===== src/rtl/matmul_pkg.sv =====
// Shared parameters, address map, CONTROL field layout and bus types for the
// matrix-multiply APB front-end.
package matmul_pkg;
  localparam int DATA_WIDTH  = 8;
  localparam int BUS_WIDTH   = 32;
  localparam int ADDR_WIDTH  = 16;
  localparam int MAX_DIM     = BUS_WIDTH / DATA_WIDTH;
  localparam int SP_NTARGETS = 4;

  localparam logic [31:0] CTRL_ADDR  = 32'h000;
  localparam logic [31:0] FLAGS_ADDR = 32'h004;
  localparam logic [31:0] A_BASE     = 32'h010;
  localparam logic [31:0] B_BASE     = 32'h030;
  localparam logic [31:0] SP_BASE    = 32'h100;

  localparam int CTRL_START     = 0;
  localparam int CTRL_MODE_BIAS = 1;
  localparam int CTRL_WR_TGT    = 2;
  localparam int CTRL_RD_TGT    = 4;
  localparam int CTRL_N         = 8;
  localparam int CTRL_K         = 10;
  localparam int CTRL_M         = 12;
  localparam int FLAGS_BUSY     = 31;

  // Storable CONTROL bits; START is a pulse and never held.
  localparam logic [15:0] CTRL_MASK = 16'((1 << CTRL_MODE_BIAS) | (3 << CTRL_WR_TGT) |
                                          (3 << CTRL_RD_TGT) | (3 << CTRL_N) |
                                          (3 << CTRL_K) | (3 << CTRL_M));

  typedef enum logic [1:0] {IDLE, SETUP, ACCESS, SP_WAIT} bus_state_t;
  typedef enum logic [2:0] {R_NONE, R_CTRL, R_FLAGS, R_A, R_B, R_SP} region_t;
endpackage


===== src/rtl/matmul_addr_decode.sv =====
// Combinational region select, row/element index extraction and error flag.
module matmul_addr_decode import matmul_pkg::*; #(
  parameter int ADDR_WIDTH = matmul_pkg::ADDR_WIDTH,
  parameter int MAX_DIM    = matmul_pkg::MAX_DIM,
  parameter int SP_DEPTH   = matmul_pkg::SP_NTARGETS * MAX_DIM * MAX_DIM,
  parameter int ROW_W      = $clog2(MAX_DIM),
  parameter int SP_AW      = $clog2(SP_DEPTH)
) (
  input  logic [ADDR_WIDTH-3:0] waddr,
  input  logic                  pwrite,
  input  logic                  busy,
  output region_t               region,
  output logic [ROW_W-1:0]      row,
  output logic [SP_AW-1:0]      sp_idx,
  output logic                  err
);
  logic [31:0] off, d_a, d_b, d_sp;

  always_comb begin
    off    = {{(34-ADDR_WIDTH){1'b0}}, waddr};
    d_a    = off - (A_BASE >> 2);
    d_b    = off - (B_BASE >> 2);
    d_sp   = off - (SP_BASE >> 2);
    region = R_NONE;
    row    = '0;
    sp_idx = '0;
    err    = 1'b1;
    if (off == (CTRL_ADDR >> 2)) begin
      region = R_CTRL;
      err    = pwrite && busy;
    end else if (off == (FLAGS_ADDR >> 2)) begin
      region = R_FLAGS;
      err    = pwrite;
    end else if (off >= (A_BASE >> 2) && d_a < 32'(MAX_DIM)) begin
      region = R_A;
      row    = d_a[ROW_W-1:0];
      err    = pwrite && busy;
    end else if (off >= (B_BASE >> 2) && d_b < 32'(MAX_DIM)) begin
      region = R_B;
      row    = d_b[ROW_W-1:0];
      err    = pwrite && busy;
    end else if (off >= (SP_BASE >> 2) && d_sp < 32'(SP_DEPTH)) begin
      region = R_SP;
      sp_idx = d_sp[SP_AW-1:0];
      err    = pwrite;
    end
  end
endmodule


===== src/rtl/matmul_apb_slave.sv =====
// APB slave front-end: CONTROL/FLAGS registers, operand row buffers, scratchpad
// reads with one wait state, and the engine start/busy handshake.
module matmul_apb_slave import matmul_pkg::*; #(
  parameter int DATA_WIDTH  = matmul_pkg::DATA_WIDTH,
  parameter int BUS_WIDTH   = matmul_pkg::BUS_WIDTH,
  parameter int ADDR_WIDTH  = matmul_pkg::ADDR_WIDTH,
  parameter int MAX_DIM     = BUS_WIDTH / DATA_WIDTH,
  parameter int SP_NTARGETS = matmul_pkg::SP_NTARGETS
) (
  input  logic                         clk_i,
  input  logic                         rst_ni,
  input  logic                         psel_i,
  input  logic                         penable_i,
  input  logic                         pwrite_i,
  input  logic [ADDR_WIDTH-1:0]        paddr_i,
  input  logic [BUS_WIDTH-1:0]         pwdata_i,
  input  logic [MAX_DIM-1:0]           pstrb_i,
  output logic                         pready_o,
  output logic [BUS_WIDTH-1:0]         prdata_o,
  output logic                         pslverr_o,
  output logic                         start_o,
  output logic [15:0]                  ctrl_o,
  output logic [MAX_DIM*BUS_WIDTH-1:0] a_rows_o,
  output logic [MAX_DIM*BUS_WIDTH-1:0] b_rows_o,
  input  logic                         done_i,
  input  logic [MAX_DIM*MAX_DIM-1:0]   flags_i,
  output logic                         sp_rd_en_o,
  output logic [$clog2(SP_NTARGETS*MAX_DIM*MAX_DIM)-1:0] sp_rd_addr_o,
  input  logic [BUS_WIDTH-1:0]         sp_rd_data_i
);
  localparam int SP_DEPTH = SP_NTARGETS * MAX_DIM * MAX_DIM;
  localparam int SP_AW    = $clog2(SP_DEPTH);
  localparam int ROW_W    = $clog2(MAX_DIM);
  localparam int NFLAGS   = MAX_DIM * MAX_DIM;

  bus_state_t                        state_q, state_d;
  logic                              busy_q, start_q;
  logic [15:0]                       ctrl_q;
  logic [NFLAGS-1:0]                 flags_q;
  logic [BUS_WIDTH-1:0]              sp_data_q, rd_mux;
  logic [MAX_DIM-1:0][BUS_WIDTH-1:0] a_rows, b_rows;
  region_t                           region;
  logic [ROW_W-1:0]                  row;
  logic [SP_AW-1:0]                  sp_idx;
  logic                              dec_err, sp_rd_ok, wr_ok, start_set;
  logic                              unused_addr_lsb;

  assign unused_addr_lsb = ^paddr_i[1:0];

  matmul_addr_decode #(
    .ADDR_WIDTH(ADDR_WIDTH), .MAX_DIM(MAX_DIM), .SP_DEPTH(SP_DEPTH),
    .ROW_W(ROW_W), .SP_AW(SP_AW)
  ) u_dec (
    .waddr (paddr_i[ADDR_WIDTH-1:2]),
    .pwrite(pwrite_i),
    .busy  (busy_q),
    .region(region),
    .row   (row),
    .sp_idx(sp_idx),
    .err   (dec_err)
  );

  function automatic logic [BUS_WIDTH-1:0] merge(input logic [BUS_WIDTH-1:0] old,
                                                 input logic [BUS_WIDTH-1:0] wd,
                                                 input logic [MAX_DIM-1:0]   strb);
    merge = old;
    for (int b = 0; b < MAX_DIM; b++)
      if (strb[b]) merge[b*DATA_WIDTH +: DATA_WIDTH] = wd[b*DATA_WIDTH +: DATA_WIDTH];
  endfunction

  assign sp_rd_ok  = psel_i && !pwrite_i && (region == R_SP) && !dec_err;
  assign wr_ok     = (state_q == ACCESS) && psel_i && pwrite_i && !dec_err;
  assign start_set = wr_ok && (region == R_CTRL) && pstrb_i[0] && pwdata_i[CTRL_START];

  always_ff @(posedge clk_i or negedge rst_ni) begin
    if (!rst_ni) begin
      state_q   <= IDLE;
      busy_q    <= 1'b0;
      start_q   <= 1'b0;
      ctrl_q    <= '0;
      flags_q   <= '0;
      sp_data_q <= '0;
      a_rows    <= '0;
      b_rows    <= '0;
    end else begin
      state_q <= state_d;
      start_q <= start_set;
      // A start landing with done keeps the engine busy.
      if (start_set)   busy_q <= 1'b1;
      else if (done_i) busy_q <= 1'b0;
      if (done_i) flags_q <= flags_i;
      if (wr_ok && region == R_CTRL)
        for (int b = 0; b < 2; b++)
          if (pstrb_i[b]) ctrl_q[b*8 +: 8] <= pwdata_i[b*8 +: 8] & CTRL_MASK[b*8 +: 8];
      if (wr_ok && region == R_A) a_rows[row] <= merge(a_rows[row], pwdata_i, pstrb_i);
      if (wr_ok && region == R_B) b_rows[row] <= merge(b_rows[row], pwdata_i, pstrb_i);
      if (state_q == ACCESS && sp_rd_ok) sp_data_q <= sp_rd_data_i;
    end
  end

  always_comb begin
    rd_mux = '0;
    case (region)
      R_CTRL:  rd_mux[15:0] = ctrl_q;
      R_FLAGS: begin
        rd_mux[NFLAGS-1:0] = flags_q;
        rd_mux[FLAGS_BUSY] = busy_q;
      end
      R_A:     rd_mux = a_rows[row];
      R_B:     rd_mux = b_rows[row];
      default: ;
    endcase
  end

  always_comb begin
    state_d      = state_q;
    pready_o     = 1'b0;
    prdata_o     = '0;
    pslverr_o    = 1'b0;
    sp_rd_en_o   = 1'b0;
    sp_rd_addr_o = '0;
    case (state_q)
      IDLE: if (psel_i && !penable_i) state_d = SETUP;
      SETUP: begin
        if (!psel_i) state_d = IDLE;
        else begin
          state_d = ACCESS;
          if (sp_rd_ok) begin
            sp_rd_en_o   = 1'b1;
            sp_rd_addr_o = sp_idx;
          end
        end
      end
      ACCESS: begin
        if (!psel_i) state_d = IDLE;
        else if (sp_rd_ok) state_d = SP_WAIT;
        else begin
          pready_o  = 1'b1;
          pslverr_o = dec_err;
          prdata_o  = (dec_err || pwrite_i) ? '0 : rd_mux;
          state_d   = IDLE;
        end
      end
      SP_WAIT: begin
        if (psel_i) begin
          pready_o = 1'b1;
          prdata_o = sp_data_q;
        end
        state_d = IDLE;
      end
      default: state_d = IDLE;
    endcase
  end

  assign start_o  = start_q;
  assign ctrl_o   = ctrl_q;
  assign a_rows_o = a_rows;
  assign b_rows_o = b_rows;
endmodule


===== config.mk =====
export PLATFORM = sky130hd
export DESIGN_NAME = matmul_apb_slave
export DESIGN_NICKNAME = d
export VERILOG_FILES = /design/src/rtl/matmul_pkg.sv /design/src/rtl/matmul_addr_decode.sv /design/src/rtl/matmul_apb_slave.sv
export SDC_FILE = /design/constraint.sdc
export NUM_CORES = 1
export LEC_CHECK = 0
export CELL_PAD_IN_SITES_DETAIL_PLACEMENT = 0
export CELL_PAD_IN_SITES_GLOBAL_PLACEMENT = 2
export CORE_MARGIN = 4
export CORE_UTILIZATION = 30
export CTS_CLUSTER_DIAMETER = 30
export DETAILED_ROUTE_END_ITERATION = 10
export PLACE_DENSITY = 0.9
export SLEW_MARGIN = 10
export SYNTH_ARGS = -nofsm -noshare
export SYNTH_HDL_FRONTEND = slang
export SYNTH_SLANG_ARGS = --single-unit

===== constraint.sdc =====
create_clock -name clk_i -period 5.6 [get_ports clk_i]
set_input_delay 1.68 -clock clk_i [delete_from_list [all_inputs] [get_ports clk_i]]
set_output_delay 1.68 -clock clk_i [all_outputs]
set_load 0.05 [all_outputs]

* After elaboration in Yosys (flattened, before gate mapping)
Index checks and enable logic that the tools add are counted.
Storage, ports and cells: logic and storage cells 134, register bits 319
Cells by class: multiplexer cells 71, add/subtract/negate cells 3, eq/ne operators 10, reductions and logical operators 27, order comparisons 8
Operator list (number):
- 128-bit bitwise mux | 2
- 32-bit 2-to-1 mux | 7
- 32-bit binary-select mux with 2-bit select | 2
- 8-bit 2-to-1 mux | 16
- 32-bit demux with 2-bit select | 1
- 32-bit by 3-bit less-than comparator with 1-bit output, second input constant | 2
- 16-bit one-hot mux with 4 select lines | 1
- 32-bit one-hot mux with 2 select lines | 1
- 6-bit 2-to-1 mux | 8
- 32-bit by 7-bit less-than comparator with 1-bit output, second input constant | 1
- 15-bit one-hot mux with 2 select lines | 1
- 1-bit logical AND | 18
- 1-bit 2-to-1 mux | 16
- 2-bit 2-to-1 mux | 8
- 3-bit 2-to-1 mux | 5
- 14-bit by 3-bit subtractor with 15-bit output, second input constant | 1
- 14-bit by 4-bit subtractor with 15-bit output, second input constant | 1
- 14-bit by 7-bit subtractor with 15-bit output, second input constant | 1
- 14-bit by 1-bit == test with 1-bit output, second input constant | 1
- 14-bit by 3-bit >= comparator with 1-bit output, second input constant | 1
- 14-bit by 4-bit >= comparator with 1-bit output, second input constant | 1
- 14-bit by 7-bit >= comparator with 1-bit output, second input constant | 1
- 14-bit logical NOT | 1
- 2-bit one-hot mux with 4 select lines | 1
- other kinds (15) | 21

* Depth between registers and ports, before layout
depth after elaboration 14, depth in mapped cells 10, mapped depth without buffers 6

* By module
A second synthesis with hierarchy kept.
Second synthesis, totals: cells, all modules 1454, area total of the unflattened synthesis 15173.3 sq um
By module, submodules not included:
- matmul_apb_slave | cells an instance 1424, area each 14978.1 sq um, seq. area each 7982.7 sq um, times used 1
- matmul_addr_decode | cells an instance 30, area each 195.2 sq um, seq. area each 0.0 sq um, times used 1

* Worst setup path after synthesis
OpenSTA, ideal clock, no wires.
path type input-to-output, from in paddr_i[3], to out prdata_o[14], data arrival time 4.684 ns, path buffers 3, path slack -0.764 ns, cell stages on the path 8, path through buf_2 -> nor3_1 -> a41oi_1 -> buf_4 -> buf_2 -> nand2_1 -> and3_1 -> o311ai_0
On the way: word-level cells in the longest chain between the ends 14
Ends and longest elaborated chain:
- from (decl) | RTL line matmul_apb_slave.sv:15 | input logic [ADDR_WIDTH-1:0] paddr_i,
- 14-bit by 4-bit subtractor with 15-bit output / 14-bit by 7-bit subtractor with 15-bit output (equally long branches) | RTL line matmul_addr_decode.sv:22, matmul_addr_decode.sv:23
- 32-bit by 3-bit less-than comparator with 1-bit output / 32-bit by 7-bit less-than comparator with 1-bit output (equally long branches) | RTL line matmul_addr_decode.sv:38, matmul_addr_decode.sv:42
- 1-bit logical AND (on tied branches) | RTL line matmul_addr_decode.sv:38, matmul_addr_decode.sv:42
- 2-bit 2-to-1 mux / 3-bit 2-to-1 mux (equally long branches) | RTL line matmul_addr_decode.sv:38, matmul_addr_decode.sv:42
- 2-bit 2-to-1 mux / 3-bit 2-to-1 mux (equally long branches) | RTL line matmul_addr_decode.sv:34, matmul_addr_decode.sv:38
- 2-bit 2-to-1 mux / 3-bit 2-to-1 mux (equally long branches) | RTL line matmul_addr_decode.sv:31, matmul_addr_decode.sv:34
- 2-bit 2-to-1 mux / 3-bit 2-to-1 mux (equally long branches) | RTL line matmul_addr_decode.sv:28, matmul_addr_decode.sv:31
- 32-bit binary-select mux with 2-bit select, or another cell as far along | RTL line matmul_apb_slave.sv:110 | R_B: rd_mux = b_rows[row];
- 32-bit 2-to-1 mux (not written as such), or another cell as far along | RTL line matmul_apb_slave.sv:110
- 16-bit one-hot mux with 4 select lines / 1-bit logical AND (equally long branches) | RTL line matmul_apb_slave.sv:103, matmul_apb_slave.sv:71
- 32-bit 2-to-1 mux / 1-bit logical AND (equally long branches) | RTL line matmul_apb_slave.sv:140, matmul_apb_slave.sv:71
- 32-bit 2-to-1 mux (*) | RTL line matmul_apb_slave.sv:136 | else if (sp_rd_ok) state_d = SP_WAIT;
- 32-bit 2-to-1 mux (*) | RTL line matmul_apb_slave.sv:135 | if (!psel_i) state_d = IDLE;
- 32-bit one-hot mux with 2 select lines (*) | RTL line matmul_apb_slave.sv:122 | case (state_q)
- to (decl) | RTL line matmul_apb_slave.sv:19 | output logic [BUS_WIDTH-1:0] prdata_o,
Every way passes the cells marked *; elsewhere a longest branch is shown, timed or not. The select of a mux whose other input is x is not followed.

* Worst setup path in the final report
from in paddr_i[13], to out prdata_o[9]
The elaborated chain is that of the path after synthesis.

==> impl_results.md <==
* Vias/cell at 5.548
* Total GRT Usage at 27.00%
* Clock network latency to the later pin of the worst-skew pair at roughly 0.63 ns
* Ratio of final minimum period to clock period at between 90 and 100%
* Final design area excluding fillers at roughly 27000 um^2
* Most frequent cell after synthesis: dfrtp_1
* Status: finished clean
* Ports placed on the boundary at 420
* Depth of the CTS H-tree at 3
* TritonRoute pass-1 iters at 7
* Largest cells by area after synthesis: dfrtp_1 49%, mux2_2 8.4%, nor2_1 5.6%, a21oi_1 5.0%, a31oi_1 3.5%
* Area grow syn2layout at 65.47%
* Number of buffers added by the clock tree synthesis step at between 80 and 90
* Number of hold violations in the final report at 0
* Remaining global-route overflow at 0
* Sequential share of the synthesized area at around half
* Vias in the first global route at approximately 17000
* Post-place instance area at between 20000 and 25000 um^2
* Fraction of power consumed by the clock network at about two thirds
* Detailed-route DRC error count at 0
* Antenna-violating nets left at 0
* Internal power consumption at between 0.006 and 0.007 W
* Setup clock skew after layout at 0.01947 ns
* Vias at 16900
* EDFF count, synth at 0
* Synthesized area at around 16000 um^2
* Per-cell routed wire length at 26.29 um
* Slew at the pin closest to its max-slew limit at 1.145 ns
* Pwr/cell area at roughly 300 nW/um^2
* Clock sinks at 319
* Register share of total power at 28.4%
* Vertical extent of the die at ~240 um
* Most frequent cells after synthesis: 319 x dfrtp_1, 240 x nor2_1, 162 x a21oi_1, 129 x nand2_1, 121 x mux2_2
* Share of the synthesized area in the top cell type at between 40% and 50%
* Number of buffers added on ports at between 400 and 500
* Final layout net count at approximately 2400
* Final critical path time including I/O delays and setup at 5.598 ns
* Hold Worst Slack at approximately 0.5 ns
* Switching power at around 0.0019 W
* Full die area at 57730 um^2
* Met2 wire length at between 30000 and 40000 um
* Final Max Slew Viols at 0
* Critical Path End Type: primary output
* Kind of start point of the critical path: input pin
* Maximum number of pins on one net before global-route repair at between 100 and 150
* Reg clk slew, reported paths at about 0.040 ns
* Number of antenna violations at the first check in global routing at 4
* Final number of setup-violating endpoints at 0
* Share of layout cells above drive strength 1 at between 20% and 30%
* IR drop worst, VDD at roughly 0.3 mV
* Post-synthesis cell type with the largest combined area: dfrtp_1
* Gate power share at roughly 5.7%
* Half-perimeter wire length after detailed placement at between 50000 and 60000 um
* Cell leakage power at between 10 and 15 nW
* Top FF cell, synth: dfrtp_1
* Data required, critical path at just under 4 ns
* Largest buffer count on any clock path at 3
* Async set or reset register ratio after synthesis at 100.0%
* Number of synthesis warnings at 0
* Core region area at ~53000 um^2
* Worst-path fanout max at 13
* Post-layout utilization of the core at about 51%
* Max-slew headroom at a little under a quarter
* Cell count after synthesis at around 1700
* Amount of wire on met3 after detailed routing at 6700 um
* Wire length of the first global-routing pass at between 100000 and 150000 um
* Worst min-delay path class: flip-flop to flip-flop
* CP arrival at between 3 and 4 ns
* Number of synthesized register bits at ~320
* Final wirelength at ~80000 um
* Initial Util at a little under a third
* First-iteration detailed-routing DRC count at about 1300
* Setup repair after global routing missed its margin: no
* Sw frac at a little under a quarter
* Yosys cell types at 77
* Category of the most critical setup path: input pin to primary output
* Number of max-cap violations at 0
* Placer's final routability congestion estimate at ~0.9
* Max Freq at 178.6 MHz
* Std cell rows at 84
* Met1 layer wirelength in the final routing at about 31000 um
* Highest routing layer actually used: met5
* Syn Area/Cell at 9.732 um^2
* Floorplan die width at ~240 um
* CTS tree: yes
* Clock root buffer: clkbuf_16
placed cells by master (no fill, tap or decap), drive strengths merged, types with 25 or more instances in the layout:
cell and count:
dfrtp 319, mux2 123, a21oi 162, o31ai 27, o21ai 70, clkbuf 117
a31oi 90, nor2 240, nand2 130, buf 290, a21o 25, clkinv 31
and2 28, mux2i 44, nor3 37, clkdlybuf4s50 355
kinds of logic after synthesis:
kind of cell           synth area share, %
AOI/OAI and AO/OA                    20.87
buffers and inverters                4.105
DFF                                  49.32
muxes                                11.28
other                              0.02317
and+or+nand+nor                      14.40
stage by stage:
stage / setup slack (ns) / instances / power [W] / TNS (ns)
CTS: 0.001385 / 3037 / 0.008280 / 0
global placement: -0.4446 / 2856 / 0.002816 / -9.822
global route: 0.001942 / 3045 / 0.008461 / 0
detailed placement: -0.4655 / 2856 / 0.002821 / -9.808
floorplan: -0.2122 / 1667 / 0.002535 / -0.7095
finish: 0.002407 / 3047 / 0.008231 / 0
layout make-up:
| class | count | area (um^2) |
|---|---|---|
| clock inverters | 58 | 820.8 |
| diodes | 2 | 5.005 |
| clock buffers | 108 | 2429 |
| inverters | 9 | 33.78 |
| well taps | 688 | 860.8 |
| repair buffers | 656 | 6743 |
| multi-input cells | 1207 | 7906 |
| fillers | 4814 | 26190 |
| flip-flops and latches | 319 | 7983 |
path summary, 6_finish.rpt:
check                            start            to  slack [ns]  depth (start not counted)
min                        flags_q[12]   flags_q[12]        0.50                          1
min in group asynchronous       rst_ni  a_rows_o[94]        1.11                          1
min reg2reg                flags_q[12]   flags_q[12]        0.50                          1
max reg2reg                 state_q[0]  b_rows_o[13]        2.37                          8
max in group asynchronous       rst_ni  b_rows_o[98]        3.32                          2
max                        paddr_i[13]   prdata_o[9]       0.002                         10
timing repair:
action / CTS / global route
resized for setup: 72 / 46
pin swaps: 15 / 22
gates cloned: 1 / 1
endpoints found under the setup margin: 32 / 30
setup buffers: 15 / 8
hold buffers: 0 / 0
worst max-delay path: stages:
cell and delay, ns:
dlygate4sd2_1 0.26, nor3_2 0.22, buf_4 0.18, nand4_1 0.19, buf_12 0.23, buf_6 0.14, buf_4 0.20, o22ai_1 0.35
a221o_1 0.29, buf_12 0.16
power by group through the flow:
stage,logic (W),clock network [W],registers [W]
after detailed placement,0.000452,0,0.00237
after floorplan,0.000168,0,0.00237
after CTS,0.000466,0.00548,0.00234
final,0.000472,0.00542,0.00234
after global routing,0.000501,0.00562,0.00234
after global placement,0.000448,0,0.00237
flip-flops by register name, summed over array words and instances (netlist names):
signal,cells
a_rows_o,128
sp_data_q,32
b_rows_o,128
start_o,1
ctrl_o,11
busy_q,1
flags_q,16
state_q,2
layer usage:
layer / GRT usage (%) / vias up
li1: - / 7396
met1: 33.05 / 8485
met2: 45.18 / 852
met3: 7.318 / 169
met4: 11.14 / 2
met5: 0 / -
(Power assumes the default switching activity.)
